**config.mk**
```make
export PLATFORM = sky130hd
export DESIGN_NAME = if_fetch_stage
export DESIGN_NICKNAME = d
export VERILOG_FILES = /design/src/rtl/if_fetch_stage.sv
export SDC_FILE = /design/constraint.sdc
export NUM_CORES = 1
export LEC_CHECK = 0
export BUFFER_PORTS_ARGS = -buffer_cell sky130_fd_sc_hd__clkbuf_2
export CAP_MARGIN = 20
export CORE_MARGIN = 2
export CORE_UTILIZATION = 58
export DETAILED_ROUTE_END_ITERATION = 16
export GPL_ROUTABILITY_DRIVEN = 0
export PLACE_DENSITY_LB_ADDON = 0.3
export SKIP_CTS_REPAIR_TIMING = 1
export SYNTH_ARGS = -nofsm -noshare
export SYNTH_HDL_FRONTEND = slang
export SYNTH_SLANG_ARGS = --single-unit
```
**constraint.sdc**
```tcl
create_clock -name clk -period 11.7 [get_ports clk]
set_input_delay 1.755 -clock clk [delete_from_list [all_inputs] [get_ports clk]]
set_output_delay 1.755 -clock clk [all_outputs]
set_load 0.02 [all_outputs]
```
**src/rtl/if_fetch_stage.sv**
```systemverilog
// rtl/if_fetch_stage.sv - instruction fetch stage: PC, inst SRAM request, instruction buffer, decode handshake
//
// Purpose: owns the fetch PC, issues one read per cycle to a 1-cycle-latency
// instruction SRAM and queues returned words with their PC in a small FIFO
// that feeds decode over a valid/allow-in handshake. A branch redirect
// flushes the buffer and restarts fetch at the target.
//
// Ports:
//   clk, reset          clock; synchronous active-high reset
//   inst_sram_en/we     read request this cycle; write enable tied low
//   inst_sram_addr      fetch address (RESET_PC while reset is high)
//   inst_sram_wdata     tied low
//   inst_sram_rdata     word for the address issued in the previous cycle
//   br_taken/br_target  redirect from decode; target bits [1:0] ignored
//   ds_allow_in         decode accepts an instruction this cycle
//   fs_to_ds_valid      {fs_pc, fs_inst} valid to decode
//   fs_pc, fs_inst      buffer head
module if_fetch_stage #(
  parameter logic [31:0] RESET_PC  = 32'h1c00_0000,
  parameter int          BUF_DEPTH = 2
) (
  input  logic        clk,
  input  logic        reset,
  output logic        inst_sram_en,
  output logic        inst_sram_we,
  output logic [31:0] inst_sram_addr,
  output logic [31:0] inst_sram_wdata,
  input  logic [31:0] inst_sram_rdata,
  input  logic        br_taken,
  input  logic [31:0] br_target,
  input  logic        ds_allow_in,
  output logic        fs_to_ds_valid,
  output logic [31:0] fs_pc,
  output logic [31:0] fs_inst
);

  localparam int PTR_W = (BUF_DEPTH > 1) ? $clog2(BUF_DEPTH) : 1;
  localparam int CNT_W = $clog2(BUF_DEPTH + 1);
  localparam logic [PTR_W-1:0] LAST_PTR = PTR_W'(BUF_DEPTH - 1);

  logic [31:0]      fetch_pc_q, fetch_pc_d;
  logic [31:0]      req_pc_q, req_pc_d;
  logic             pending_q, pending_d;
  logic             cancel_q, cancel_d;
  logic [CNT_W-1:0] count_q, count_d;
  logic [PTR_W-1:0] head_q, head_d;
  logic [PTR_W-1:0] tail_q, tail_d;
  logic [31:0]      buf_pc_q   [BUF_DEPTH];
  logic [31:0]      buf_pc_d   [BUF_DEPTH];
  logic [31:0]      buf_inst_q [BUF_DEPTH];
  logic [31:0]      buf_inst_d [BUF_DEPTH];

  logic             pop;
  logic             push;
  logic             issue;
  logic [CNT_W:0]   occupancy;

  // Low target bits are architecturally zero for instruction addresses.
  logic unused_tgt_bits;
  assign unused_tgt_bits = ^br_target[1:0];

  assign inst_sram_we    = 1'b0;
  assign inst_sram_wdata = 32'h0;
  assign inst_sram_addr  = reset ? RESET_PC : fetch_pc_q;
  assign inst_sram_en    = issue;

  assign fs_to_ds_valid = ~reset & (count_q != '0) & ~br_taken;
  assign fs_pc          = buf_pc_q[head_q];
  assign fs_inst        = buf_inst_q[head_q];

  always_comb begin
    pop  = fs_to_ds_valid & ds_allow_in;
    // The in-flight read already owns a buffer slot, so issue is throttled
    // on entries held plus the one arriving, less the one leaving.
    occupancy = (CNT_W+1)'(count_q) + (CNT_W+1)'(pending_q) - (CNT_W+1)'(pop);
    issue = ~reset & ~br_taken & (occupancy < (CNT_W+1)'(BUF_DEPTH));
    push  = ~reset & pending_q & ~cancel_q & ~br_taken;
  end

  always_comb begin
    fetch_pc_d = fetch_pc_q;
    req_pc_d   = req_pc_q;
    pending_d  = issue;
    // A redirect suppresses issue in its own cycle, so with a single-cycle
    // SRAM there is never a stale response to drop.
    cancel_d   = 1'b0;
    count_d    = count_q;
    head_d     = head_q;
    tail_d     = tail_q;
    buf_pc_d   = buf_pc_q;
    buf_inst_d = buf_inst_q;

    if (issue) begin
      req_pc_d = fetch_pc_q;
    end

    if (br_taken) begin
      fetch_pc_d = {br_target[31:2], 2'b00};
      count_d    = '0;
      head_d     = '0;
      tail_d     = '0;
    end else begin
      if (issue) begin
        fetch_pc_d = fetch_pc_q + 32'd4;
      end
      if (push) begin
        buf_pc_d[tail_q]   = req_pc_q;
        buf_inst_d[tail_q] = inst_sram_rdata;
        tail_d = (tail_q == LAST_PTR) ? '0 : tail_q + PTR_W'(1);
      end
      if (pop) begin
        head_d = (head_q == LAST_PTR) ? '0 : head_q + PTR_W'(1);
      end
      count_d = count_q + CNT_W'(push) - CNT_W'(pop);
    end
  end

  always_ff @(posedge clk) begin
    if (reset) begin
      fetch_pc_q <= RESET_PC;
      req_pc_q   <= RESET_PC;
      pending_q  <= 1'b0;
      cancel_q   <= 1'b0;
      count_q    <= '0;
      head_q     <= '0;
      tail_q     <= '0;
      buf_pc_q   <= '{default: '0};
      buf_inst_q <= '{default: '0};
    end else begin
      fetch_pc_q <= fetch_pc_d;
      req_pc_q   <= req_pc_d;
      pending_q  <= pending_d;
      cancel_q   <= cancel_d;
      count_q    <= count_d;
      head_q     <= head_d;
      tail_q     <= tail_d;
      buf_pc_q   <= buf_pc_d;
      buf_inst_q <= buf_inst_d;
    end
  end

endmodule

```
# After elaboration in Yosys (flattened, before gate mapping)
# Index checks and enable logic that the tools add are counted.
# classes
n_addsub	7
magnitude_cmp	4
n_mux	15
bitwise	11
n_reduce_logical	5
# op_table
cell	n
$mux W32	10
$bwmux W64	2
$add A32 B3 Y32 const B	1
$demux W32 S1	1
$and A1 B1 Y1	7
$ge A2 B2 Y1 const B	2
$not A1 Y2	2
$reduce_bool A2 Y1	2
$add A2 B1 Y3	1
$lt A3 B2 Y1 const B	1
$sub A3 B1 Y3	1
$add A1 B1 Y1 const B	2
$add A2 B1 Y2	1
$lt A2 B1 Y1 const B	1
$mux W1	2
$not A1 Y1	2
$reduce_and A2 Y1	1
$reduce_or A2 Y1	1
$sub A2 B1 Y2	1
$logic_and A1 B1 Y1	1
# totals
reg_bits	197
in_bits	68
out_inout_bits	131
word_cells	53

# Depth between registers and ports, before layout
# depth
word_depth	9
mapped_depth	13
ltp_nobuf	11

# Worst setup path after synthesis
# No wires, ideal clock.
# synth_path
path_kind	input to output
from	in reset
to	out inst_sram_en
arrival_time_ns	4.461
required_time_ns	9.945
setup_slack_ns	5.484
cell_stages	11
n_path_buf	2
path_cell_list	clkbuf_1 > nor2_1 > o211ai_1 > inv_1 > ha_1 > nand2b_1 > fa_1 > xnor2_1 > nand3_1 > clkinv_1 > buf_1
# synth_via
elab_chain_len	7
word_cells_on_any_way	8
classes_between	add/sub: 1; order compare: 1; bitwise: 6
# synth_lines
item	line_no	text
start, declared	23	input logic reset,
$not A1 Y1	67	assign fs_to_ds_valid = ~reset & (count_q != '0) & ~br_taken;
$and A1 B1 Y1 (2 in series)	67	
$and A1 B1 Y1	72	pop = fs_to_ds_valid & ds_allow_in;
via pop	53	logic pop;
$sub A3 B1 Y3	75	occupancy = (CNT_W+1)'(count_q) + (CNT_W+1)'(pending_q) - (CNT_W+1)'(pop);
$lt A3 B2 Y1	76	issue = ~reset & ~br_taken & (occupancy < (CNT_W+1)'(BUF_DEPTH));
$and A1 B1 Y1	76	
end, declared	24	output logic inst_sram_en,
# The timed path passes the listed nets, and every way through them passes these cells.

# Worst setup path in the final report
# Same ends and word-level chain as after synthesis.

==> run metrics <==
Die Span X=126 um; CTS tree=done; port buffer count=159; antenna diode count=0; Hold Fails Final Rpt=0; DRT iter0 DRCs=567; crit start category=primary input; Max-slew headroom=0.346; design internal power=1.02 mW; reg2reg path depth=9; most frequent cells in the layout=nand2_1, dfxtp_1, clkbuf_2; Clock transition at path regs=0.06 ns; Worst R2R Start=count_q[1]; Netlist Area Pre-Place=8620 sq um; power share of the sequential group=0.503; hpwl dp=13100 um; root buffer cell=clkbuf_16; Hold WC Path Type=register to register; FILL cells=1304; met3 Use GR=0.0429; setup violators final=0; register area=3780 sq um; grt total ovfl=0; RSZ-0062 raised after global routing=false; Min Hold Slack=0.451 ns; Sw Pwr=0.319 mW; Post-Syn Instances=1081; GR Layer Usage met1=0.361; Layout Skew=0.00553 ns; Final period util=0.611; switch share=0.237; First-pass DRT Iterations=5; fin nets=1262; share of layout cells above drive strength 1=0.226; maximum vdd ir drop=0.000105 V; detail-routed via count per cell=5.61; nature of the critical path endpoint=output pin; die height=126 um; DR vias=7771; FF-to-FF End=fetch_pc_q[23]; power share of the combinational group=0.076; worst hold start=buf_pc_q[8]; number of global-route vias before repair=6999; critical path class=primary input to output pin; register area share after synthesis=0.439; top fanout value on the critical path=134; initial antenna violation count=0; pwr dens=136 nW/um^2; crit path time final=7.15 ns; Post-DP Area=9280 sq um; Layout area overhead=14.3%; ys async rst share=0; leakage power=3.83 nW; Max Clk Rate=0.140 GHz; R2R setup slack=8.18 ns; area occupied by multi-input gates=4350 sq um; CP Data Arrival Time=5.39 ns; H-tree levels=4; Final TNS setup=0 ns; syn_area_per_cell=7.97 sq um; maxcap violations=0; design area=9850 sq um; Crit path required time=9.95 ns; commonest non-fill, non-tap cell in the layout=nand2_1; CTS Buffer Depth=2; cell row count=44; worst skew pair latency=0.42 ns; synth warn=0; first-pass GRT wire length=34000 um; largest net degree at the start of global routing=135; Max Slew Vio Count=0; core area=14500 sq um; clock buffer count from CTS=17; Post-synth EDFFs=0; Hold Path Sink=buf_pc_q[8]; routing usage on met2=0.401; Routed WL=21000 um; Die ar.=15800 sq um; Total GRT Usage=0.258; status=completed; gr busiest metal=met2; Slew @ Worst Pin=0.980 ns; count of unique library cells instantiated by Yosys=52; WL/cell=15.1 um; Detail Route Antenna Nets=0; CTS Sinks=189; clock share of power=0.422; initial core utilization=0.593; CP startpoint=reset; Post-route DRC=0; WHS Path Cells=2; Yosys reg bits=189; I/O Pins=199; Most used DFF post-synth=dfxtp_1
==> synth_stat cells, drive strengths merged, types with 7 or more instances <==
library cell | instances | area (sq um)
o311ai | 7 | 61.3
and2 | 7 | 43.8
a21oi | 154 | 771
inv | 13 | 48.8
nor2b | 23 | 144
nand3 | 11 | 55.1
nor3 | 15 | 75.1
dfxtp | 189 | 3780
a31oi | 16 | 100
mux2 | 63 | 709
nand2 | 324 | 1220
buf | 52 | 342
or3 | 8 | 50.1
nand4 | 14 | 103
nor2 | 23 | 86.3
or4 | 12 | 93.8
clkbuf | 63 | 236
==> worst max-delay path: stages <==
cell and delay [ns]:
buf_6 0.67, nor2_1 0.39, o211ai_1 0.23, inv_1 0.10
ha_1 0.27, nand2b_1 0.15, fa_1 0.41, xnor2_1 0.52
nand3_1 0.19, clkinv_1 0.09, buf_4 0.33, clkbuf_2 0.24
==> routing by layer <==
layer  vias up  part of all wire
li1       3823                 -
met1      3573              0.46
met2       336              0.45
met3        39             0.070
met4         0             0.021
met5         -                 0
==> power groups by stage <==
| stage | combinational [mW] | clock [mW] | sequential (mW) |
|---|---|---|---|
| 6_report | 0.102 | 0.566 | 0.676 |
| 4_1_cts | 0.101 | 0.572 | 0.675 |
| 3_3_place_gp | 0.0993 | 0 | 0.689 |
| 5_1_grt | 0.111 | 0.600 | 0.678 |
| 3_5_place_dp | 0.101 | 0 | 0.689 |
| 2_1_floorplan | 0.0819 | 0 | 0.682 |
==> stage by stage <==
step | cells | total power, mW | utilization | setup WS, ns
after global routing | 1385 | 1.39 | 0.678 | 4.20
after CTS | 1384 | 1.35 | 0.678 | 4.59
after detailed placement | 1353 | 0.790 | 0.639 | 4.60
after global placement | 1353 | 0.788 | 0.639 | 4.62
final | 1385 | 1.34 | 0.678 | 4.55
after floorplan | 1117 | 0.764 | - | 5.48
==> how the worst max path moves through the flow <==
stage                   endpoint  slack, ns  depth (start not counted)
floorplan           inst_sram_en       5.48                         11
global placement    inst_sram_en       4.62                         12
detailed placement  inst_sram_en       4.60                         12
CTS                 inst_sram_en       4.59                         12
global route        inst_sram_en       4.20                         12
finish              inst_sram_en       4.55                         12
==> state kept, by name (all words and copies together), names as in the netlist <==
name	cells
pending_q	1
tail_q	1
buf_pc_q	60
fetch_pc_q	30
buf_inst_q	64
req_pc_q	30
head_q	1
count_q	2
==> kinds of logic after synthesis <==
logic type                 Yosys count  synth area share
and+or+nand+nor                    467             0.242
AOI/OAI and AO/OA                  217             0.145
DFF                                189             0.439
buffers and inverters              129            0.0732
muxes                               63            0.0823
xor gates and xnor gates            10            0.0102
adders and majority gates            5           0.00813
other                                1          0.000435
==> cell type report <==
| type | count | share of cell area |
|---|---|---|
| Clock buffer | 23 | 0.0455 |
| Clock inverter | 8 | 0.0119 |
| Inverter | 14 | 0.00533 |
| Multi-Input combinational cell | 799 | 0.442 |
| Sequential cell | 189 | 0.384 |
| Tap cell | 184 | 0.0234 |
| Timing Repair Buffer | 168 | 0.0880 |
(Power assumes the default switching activity.)
